`src/rtl/kpu_pkg.sv`:
```
// Shared types and encodings for the bus sequencer.
// State enum, operation kinds and register-select codes.
package kpu_pkg;

  typedef enum logic [2:0] {
    S_IDLE,
    S_RD0,
    S_RD1,
    S_EXEC,
    S_FIN
  } state_t;

  localparam logic [1:0] KIND_BIN = 2'b00;
  localparam logic [1:0] KIND_SHF = 2'b01;
  localparam logic [1:0] KIND_UN  = 2'b10;
  localparam logic [1:0] KIND_RSV = 2'b11;

  localparam logic [1:0] SEL_SRC0 = 2'd0;
  localparam logic [1:0] SEL_SRC1 = 2'd1;
  localparam logic [1:0] SEL_DST  = 2'd2;

  function automatic logic kind_legal(
    input logic [1:0] kind,
    input logic       shf_en
  );
    return (kind == KIND_BIN) ||
           (kind == KIND_UN)  ||
           (shf_en && kind == KIND_SHF);
  endfunction

endpackage

```
`src/rtl/bus_drive_decode.sv`:
```
// Combinational bus strobe decoder.
// Maps sequencer state, latched kind and WB to strobes.
module bus_drive_decode
  import kpu_pkg::*;
(
  input  state_t     state,
  input  logic [1:0] kind,
  input  logic       wb,
  output logic [1:0] reg_sel,
  output logic       reg_n_oe,
  output logic       reg_n_we,
  output logic       tmp0_n_we,
  output logic       tmp1_n_we,
  output logic       mlu_n_oe,
  output logic       shifter_n_oe,
  output logic       busy,
  output logic       done
);

  // Strobes idle high; each state pulls down only its own.
  always_comb begin
    reg_sel      = SEL_SRC0;
    reg_n_oe     = 1'b1;
    reg_n_we     = 1'b1;
    tmp0_n_we    = 1'b1;
    tmp1_n_we    = 1'b1;
    mlu_n_oe     = 1'b1;
    shifter_n_oe = 1'b1;
    done         = 1'b0;
    busy         = (state != S_IDLE);
    unique case (state)
      S_IDLE: ;
      S_RD0: begin
        reg_sel   = SEL_SRC0;
        reg_n_oe  = 1'b0;
        tmp0_n_we = 1'b0;
      end
      S_RD1: begin
        reg_sel   = SEL_SRC1;
        reg_n_oe  = 1'b0;
        tmp1_n_we = 1'b0;
      end
      S_EXEC: begin
        reg_sel  = SEL_DST;
        reg_n_we = ~wb;
        if (kind == KIND_SHF)
          shifter_n_oe = 1'b0;
        else
          mlu_n_oe = 1'b0;
      end
      S_FIN: done = 1'b1;
      default: ;
    endcase
  end

endmodule

```
`src/rtl/bus_sequencer.sv`:
```
// Bus micro-sequencer: IDLE -> RD0 -> [RD1] -> EXEC -> FIN.
// Define SHIFTER_EN to enable the shifter kind (01).
module bus_sequencer
  import kpu_pkg::*;
(
  input  logic       CLK,
  input  logic       RST,
  input  logic       START,
  input  logic [1:0] OP_KIND,
  input  logic [2:0] MLU_OP_IN,
  input  logic [1:0] SHIFT_OP_IN,
  input  logic       WB,
  input  logic [2:0] FLAGS_IN,
  output logic       BUSY,
  output logic       DONE,
  output logic       ILLEGAL,
  output logic [1:0] REG_SEL,
  output logic       REG_N_OE,
  output logic       REG_N_WE,
  output logic       TMP0_N_WE,
  output logic       TMP1_N_WE,
  output logic       MLU_N_OE,
  output logic       SHIFTER_N_OE,
  output logic [2:0] MLU_OP,
  output logic [1:0] SHIFTER_OP,
  output logic [2:0] FLAGS
);

`ifdef SHIFTER_EN
  localparam logic SHF_EN = 1'b1;
`else
  localparam logic SHF_EN = 1'b0;
`endif

  state_t     state_q;
  state_t     state_d;
  logic [1:0] kind_q;
  logic       wb_q;
  logic [2:0] mop_q;
  logic [1:0] sop_q;
  logic [2:0] flags_q;
  logic       ill_q;
  logic       legal;
  logic       accept;
  logic       reject;
  logic       shf_n_oe;

  assign legal  = kind_legal(OP_KIND, SHF_EN);
  assign accept = (state_q == S_IDLE) && START && legal;
  assign reject = (state_q == S_IDLE) && START && !legal;

  // State register.
  always_ff @(posedge CLK) begin
    if (RST)
      state_q <= S_IDLE;
    else
      state_q <= state_d;
  end

  // Next-state: unary skips the second operand read.
  always_comb begin
    state_d = state_q;
    unique case (state_q)
      S_IDLE: if (accept) state_d = S_RD0;
      S_RD0:  state_d = (kind_q == KIND_UN) ? S_EXEC : S_RD1;
      S_RD1:  state_d = S_EXEC;
      S_EXEC: state_d = S_FIN;
      S_FIN:  state_d = S_IDLE;
      default: state_d = S_IDLE;
    endcase
  end

  // Operation latches, flag capture and reject pulse.
  always_ff @(posedge CLK) begin
    if (RST) begin
      kind_q  <= KIND_BIN;
      wb_q    <= 1'b0;
      mop_q   <= '0;
      sop_q   <= '0;
      flags_q <= '0;
      ill_q   <= 1'b0;
    end else begin
      ill_q <= reject;
      if (accept) begin
        kind_q <= OP_KIND;
        wb_q   <= WB;
        mop_q  <= MLU_OP_IN;
        sop_q  <= SHIFT_OP_IN;
      end
      if (state_q == S_EXEC && kind_q != KIND_SHF)
        flags_q <= FLAGS_IN;
    end
  end

  bus_drive_decode u_dec (
    .state        (state_q),
    .kind         (kind_q),
    .wb           (wb_q),
    .reg_sel      (REG_SEL),
    .reg_n_oe     (REG_N_OE),
    .reg_n_we     (REG_N_WE),
    .tmp0_n_we    (TMP0_N_WE),
    .tmp1_n_we    (TMP1_N_WE),
    .mlu_n_oe     (MLU_N_OE),
    .shifter_n_oe (shf_n_oe),
    .busy         (BUSY),
    .done         (DONE)
  );

  assign ILLEGAL = ill_q;
  assign MLU_OP  = mop_q;
  assign FLAGS   = flags_q;

`ifdef SHIFTER_EN
  assign SHIFTER_N_OE = shf_n_oe;
  assign SHIFTER_OP   = sop_q;
`else
  logic unused_shf;
  assign unused_shf   = shf_n_oe ^ (^sop_q);
  assign SHIFTER_N_OE = 1'b1;
  assign SHIFTER_OP   = 2'b00;
`endif

endmodule

```
`config.mk`:
```
export PLATFORM = sky130hd
export DESIGN_NAME = bus_sequencer
export DESIGN_NICKNAME = d
export VERILOG_FILES = /design/src/rtl/kpu_pkg.sv /design/src/rtl/bus_drive_decode.sv /design/src/rtl/bus_sequencer.sv
export SDC_FILE = /design/constraint.sdc
export NUM_CORES = 1
export LEC_CHECK = 0
export CAP_MARGIN = 20
export CORE_MARGIN = 1
export CORE_UTILIZATION = 37
export CTS_BUF_LIST = sky130_fd_sc_hd__clkbuf_8
export DETAILED_ROUTE_END_ITERATION = 7
export GPL_ROUTABILITY_DRIVEN = 0
export MAX_ROUTING_LAYER = met4
export PLACE_DENSITY = 0.75
export SLEW_MARGIN = 0
export SYNTH_ARGS = -nofsm -noshare
export SYNTH_HDL_FRONTEND = slang
export SYNTH_HIERARCHICAL = 1
export SYNTH_SLANG_ARGS = --single-unit
```
`constraint.sdc`:
```
create_clock -name CLK -period 1.7 [get_ports CLK]
set_input_delay 0.255 -clock CLK [delete_from_list [all_inputs] [get_ports CLK]]
set_output_delay 0.255 -clock CLK [all_outputs]
set_load 0.01 [all_outputs]
```
==> out/qor.csv, run 1 <==
stage,metric,value,unit
worst_setup_path,path_buf_inv,1,
clocking,numCtsBuffers,3,
global_route,gr-usage-all-layers,16.3,%
worst_setup_path,cpMaxStageDelayCell,clkdlybuf4s50_1,
min_path,min_path_type,flip-flop to flip-flop,
sta,fmax,0.614,GHz
worst_setup_path,crit_path_max_incr_delay,0.52,ns
min_path,min_to,wb_q,
die,die_w,44.4,µm
sta,tns,0,ns
routing,drc,0,
place,dp_hpwl,954,µm
worst_setup_path,end_kind,output pin,
worst_setup_path,worstSetupStartpointType,flip-flop,
cells_and_area,layout_common_cells,"22 x clkdlybuf4s50_1, 17 x nand2b_1, 10 x dfxtp_1, 8 x mux2i_1",
synth,yosys_warnings,6,
sta,setup_viol,0,
worst_setup_path,r2r-end,MLU_OP[0],
die,core-area,1590,µm²
routing,vias,574,
min_path,hold_depth,2,
cells_and_area,n_antenna_cell,0,
clocking,hold_buffers,0,
sta,grt_setup_unrepaired,false,
worst_setup_path,regToRegStartpoint,state_q[0],
worst_setup_path,crit_required,1.44,ns
cells_and_area,postLayoutCoreUtil,64.6,%
global_route,grt_max_degree,21,
clocking,root_buffer,clkbuf_8,
sta,fin_crit_sh,95.8,%
sta,hold_viol_final,0,
worst_setup_path,cp_top_family,buffers and inverters,
die,start_util,41.7,%
routing,firstDrtPassIters,4,
synth,syn_area_per_cell,9.23,µm²
clocking,cts_tree,done,
power,ir_drop,0.496,mV
routing,antenna_left,0,
global_route,grt_pass1_vias,530,
worst_setup_path,critPathKind,flip-flop to output pin,
routing,drt-vias-per-instance,4.48,
synth,syn_area,664,µm²
worst_setup_path,crit_arrival,1.37,ns
clocking,clk_pin_slew_worst_paths,0.05,ns
sta,drv_slew,0,
power,cellLeakagePower,0.000410,µW
clocking,post_cts_buffers,0,
cells_and_area,drive_above_1_share,16.3,%
clocking,clock_sinks,13,
min_path,hp-start,wb_q,
power,p_per_area,779,nW/µm²
clocking,clock_latency,0.24,ns
cells_and_area,layout_commonest_cell,clkdlybuf4s50_1,
die,design.die.area,1970,µm²
worst_setup_path,reg2reg_slack,0.34,ns
worst_setup_path,crit_cells,3,
global_route,gr-total-overflow,0,
status,status,"complete, no violations",
die,die_h,44.4,µm
routing,drt_wl_total,1.30,mm
die,ios,33,
flow_run,drv_cap,0,
die,rows,14,
routing,drtIter0Drc,4,
worst_setup_path,path_cells,xor2_1 > nand2b_1 > clkdlybuf4s50_1,
worst_setup_path,path_max_fanout,11,
routing,wl_per_cell,10.2,µm
place,port_buffers,27,
clocking,cts_buffer_depth,2,
clocking,cts_resized,8,
global_route,grt_pass1_wl,2.24,mm
sta,clock_skew,0.000463,ns
sta,min_period,1.63,ns
global_route,antenna_found_initial,0,
worst_setup_path,reg2regPathDepth,4,
synth,syn_inst,72,
cells_and_area,nNetsFinal,119,
clocking,htree_levels,1,
cells_and_area,syn2layout_area_growth,55.0,%
-- stage by stage --
step | total power, µW | cell area [µm²] | hold WS [ns] | setup WS, ns | std cells
CTS | 811 | 1020 | 0.478 | 0.00466 | 128
finish | 802 | 1030 | 0.474 | 0.0716 | 128
global placement | 547 | 976 | 0.459 | 0.0694 | 124
detailed placement | 553 | 976 | 0.470 | 0.0311 | 124
global route | 851 | 1030 | 0.497 | 0.0148 | 128
floorplan | 449 | 668 | 0.369 | 0.342 | 73
-- tightest hold or removal path: stages (launching register included) --
cell	delay, ns
dfxtp_1	0.31
nand2b_1	0.06
mux2i_1	0.06
-- where the power goes --
part / total (µW) / switching [µW] / internal, µW
registers: 346 / 23.1 / 323
logic: 195 / 73.0 / 122
clock network: 261 / 102 / 159
-- state kept, by name, summed over array words and instances (netlist names) --
signal	count
FLAGS	3
MLU_OP	3
ILLEGAL	1
state_q	3
wb_q	1
kind_q	2
-- area by class of cell --
| type | count | area, µm² |
|---|---|---|
| clock inverters | 1 | 3.75 |
| multi-input cells | 54 | 377 |
| flip-flops and latches | 13 | 269 |
| repair buffers | 32 | 305 |
| well taps | 24 | 30.0 |
| inverters | 1 | 3.75 |
| clock buffers | 3 | 41.3 |
| fillers | 139 | 564 |
-- per-layer routing --
layer	global-route usage [%]	part of all wire (%)	vias up	routed length, µm
li1	-	-	293	-
met1	18.9	45	253	583
met2	25.6	48	26	629
met3	4.08	5.8	2	76
met4	9.09	1.1	0	14
met5	-	0	-	0
-- worst max path at each step --
stage | startpoint | to | slack, ns
6_report | state_q[0] | REG_N_OE | 0.07
5_1_grt | state_q[0] | REG_N_OE | 0.01
4_1_cts | state_q[0] | REG_SEL[0] | 0.005
3_5_place_dp | START | MLU_OP[0] | 0.03
3_3_place_gp | START | MLU_OP[1] | 0.07
2_1_floorplan | state_q[0] | MLU_OP[0] | 0.34
No activity file was read; power rests on OpenSTA's default activity.
==> run 2: changes to the inputs <==
--- a/config.mk
+++ b/config.mk
@@ -7,12 +7,12 @@
 export LEC_CHECK = 0
 export CAP_MARGIN = 20
 export CORE_MARGIN = 1
-export CORE_UTILIZATION = 37
+export CORE_UTILIZATION = 41
 export CTS_BUF_LIST = sky130_fd_sc_hd__clkbuf_8
 export DETAILED_ROUTE_END_ITERATION = 7
 export GPL_ROUTABILITY_DRIVEN = 0
 export MAX_ROUTING_LAYER = met4
-export PLACE_DENSITY = 0.75
+export PLACE_DENSITY = 0.82
 export SLEW_MARGIN = 0
 export SYNTH_ARGS = -nofsm -noshare
 export SYNTH_HDL_FRONTEND = slang
==> out/qor.csv, run 2 (synthesized netlist as in run 1, its figures left out) <==
stage,metric,value,unit,change
status,status,"complete, no violations",,
flow_run,drv_cap,0,,unchanged
die,core-area,1510,µm²,-5.5%
sta,fin_ws,0.0576,ns,-0.0140 ns
power,p_total,806,µW,+0.55%
sta,fmax,0.609,GHz,-0.85%
cells_and_area,layout_commonest_cell,clkdlybuf4s50_1,,
routing,drt_wl_total,1.32,mm,+1.2%
sta,setup_viol,0,,unchanged
routing,wl_per_cell,11.0,µm,+8.0%
worst_setup_path,path_cells,xor2_1 > nand2b_1 > clkdlybuf4s50_1,,
routing,vias,567,,-1.2%
min_path,min_path_type,flip-flop to flip-flop,,
cells_and_area,postLayoutCoreUtil,67.9,%,+3.3 points
cells_and_area,layout_common_cells,"21 x clkdlybuf4s50_1, 17 x nand2b_1, 10 x dfxtp_1, 8 x mux2i_1",,
worst_setup_path,crit_path_max_incr_delay,0.52,ns,about the same
die,start_util,44.1,%,+2.4 points
global_route,gr-total-overflow,0,,unchanged
worst_setup_path,end_kind,output pin,,
sta,fin_crit_sh,96.6,%,+0.82 points
sta,hold_viol_final,0,,unchanged
clocking,cts_tree,done,,
clocking,root_buffer,clkbuf_8,,
cells_and_area,drive_above_1_share,16.3,%,unchanged
cells_and_area,n_antenna_cell,0,,unchanged
worst_setup_path,path_max_fanout,11,,unchanged
power,p_per_area,789,nW/µm²,+1.3%
sta,min_period,1.64,ns,+0.0140 ns
place,place_area,966,µm²,-1.0%
routing,firstDrtPassIters,4,,unchanged
routing,antenna_left,0,,unchanged
cells_and_area,final_area,1020,µm²,-0.73%
place,dp_hpwl,953,µm,-0.15%
place,port_buffers,27,,unchanged
min_path,hold_depth,2,,unchanged
global_route,antenna_found_initial,0,,unchanged
worst_setup_path,cpMaxStageDelayCell,clkdlybuf4s50_1,,
power,cellLeakagePower,0.000429,µW,+4.5%
clocking,clock_sinks,13,,unchanged
routing,drtIter0Drc,3,,-1
power,ir_drop,0.444,mV,-11%
clocking,cts_buffer_depth,2,,unchanged
sta,grt_setup_unrepaired,false,,
worst_setup_path,crit_required,1.44,ns,about the same
cells_and_area,syn2layout_area_growth,53.9,%,
clocking,hold_buffers,0,,unchanged
die,ios,33,,unchanged
worst_setup_path,reg2regPathDepth,4,,unchanged
worst_setup_path,crit_arrival,1.39,ns,+0.02 ns
worst_setup_path,critPathKind,flip-flop to output pin,,
die,design.die.area,1790,µm²,-9.3%
die,die_w,42.3,µm,-4.8%
clocking,clock_latency,0.24,ns,about the same
clocking,htree_levels,1,,unchanged
routing,drc,0,,unchanged
sta,clock_skew,0.00334,ns,+0.00288 ns
cells_and_area,n_fill_cell,135,,-2.9%
global_route,grt_pass1_wl,2.06,mm,-8.0%
die,die_h,42.3,µm,-4.8%
routing,drt-vias-per-instance,4.73,,+5.4%
clocking,clk_pin_slew_worst_paths,0.05,ns,about the same
global_route,gr-usage-all-layers,15.9,%,-0.40 points
cells_and_area,multi_input_comb_area,377,µm²,unchanged
place,pre_cts_ws,0.0286,ns,-0.00250 ns
sta,tns,0,ns,unchanged
sta,drv_slew,0,,unchanged
global_route,grt_pass1_vias,479,,-9.6%
clocking,numCtsBuffers,3,,unchanged
cells_and_area,register_area,269,µm²,unchanged
worst_setup_path,worstSetupStartpointType,flip-flop,,
global_route,grt_max_degree,21,,unchanged
die,rows,14,,unchanged
cells_and_area,nNetsFinal,119,,unchanged
## run 2: changes by cell type in the layout (fill, tap and decap cells not counted), sizes merged
cell and change:
clkdlybuf4s50 -1, dlymetal6s2s +1
## run 2: final timing paths
kind | from | to | slack [ns]
setup / recovery | state_q[0] | REG_N_OE | 0.06
hold / removal | wb_q | wb_q | 0.47
hold reg to reg | wb_q | wb_q | 0.47
setup reg to reg | state_q[0] | MLU_OP[0] | 0.31
## run 2: metal layers
| metal | wire length, µm | GRT usage, % | vias up |
|---|---|---|---|
| met3 | 84 | 3.02 | 0 |
| met5 | 0 | - | - |
| met4 | 0 | 9.38 | 0 |
| met1 | 587 | 20.0 | 253 |
| li1 | - | - | 292 |
| met2 | 647 | 23.7 | 22 |
## run 2: layout make-up
type                       count  area share [%]
multi-input combinational     54            36.8
tap                           16            1.96
sequential                    13            26.3
inverter                       1           0.367
timing repair buffer          32            30.1
clock buffer                   3            4.04
clock inverter                 1           0.367
## run 2: what timing repair did
item,in CTS,in global routing
setup buffers,0,0
endpoints found under the hold margin,0,0
resized for setup,9,3
endpoints found under the setup margin,8,1
## run 2: power by group
group,switching [µW],total [µW],internal (µW)
sequential,23.2,346,323
clock,104,263,159
combinational,74.8,197,122
## run 2: per-stage QoR
step / instances / hold WS (ns)
global placement: 116 / 0.458
finish: 120 / 0.472
detailed placement: 116 / 0.465
global route: 120 / 0.490
CTS: 120 / 0.475
floorplan: 73 / 0.369
## run 2: worst max-delay path, delay by kind of cell (launching register included)
family / cells / cell delay, ns
XOR/XNOR: 1 / 0.17
buffers and inverters: 1 / 0.52
flip-flops: 1 / 0.38
AND/OR/NAND/NOR: 1 / 0.07
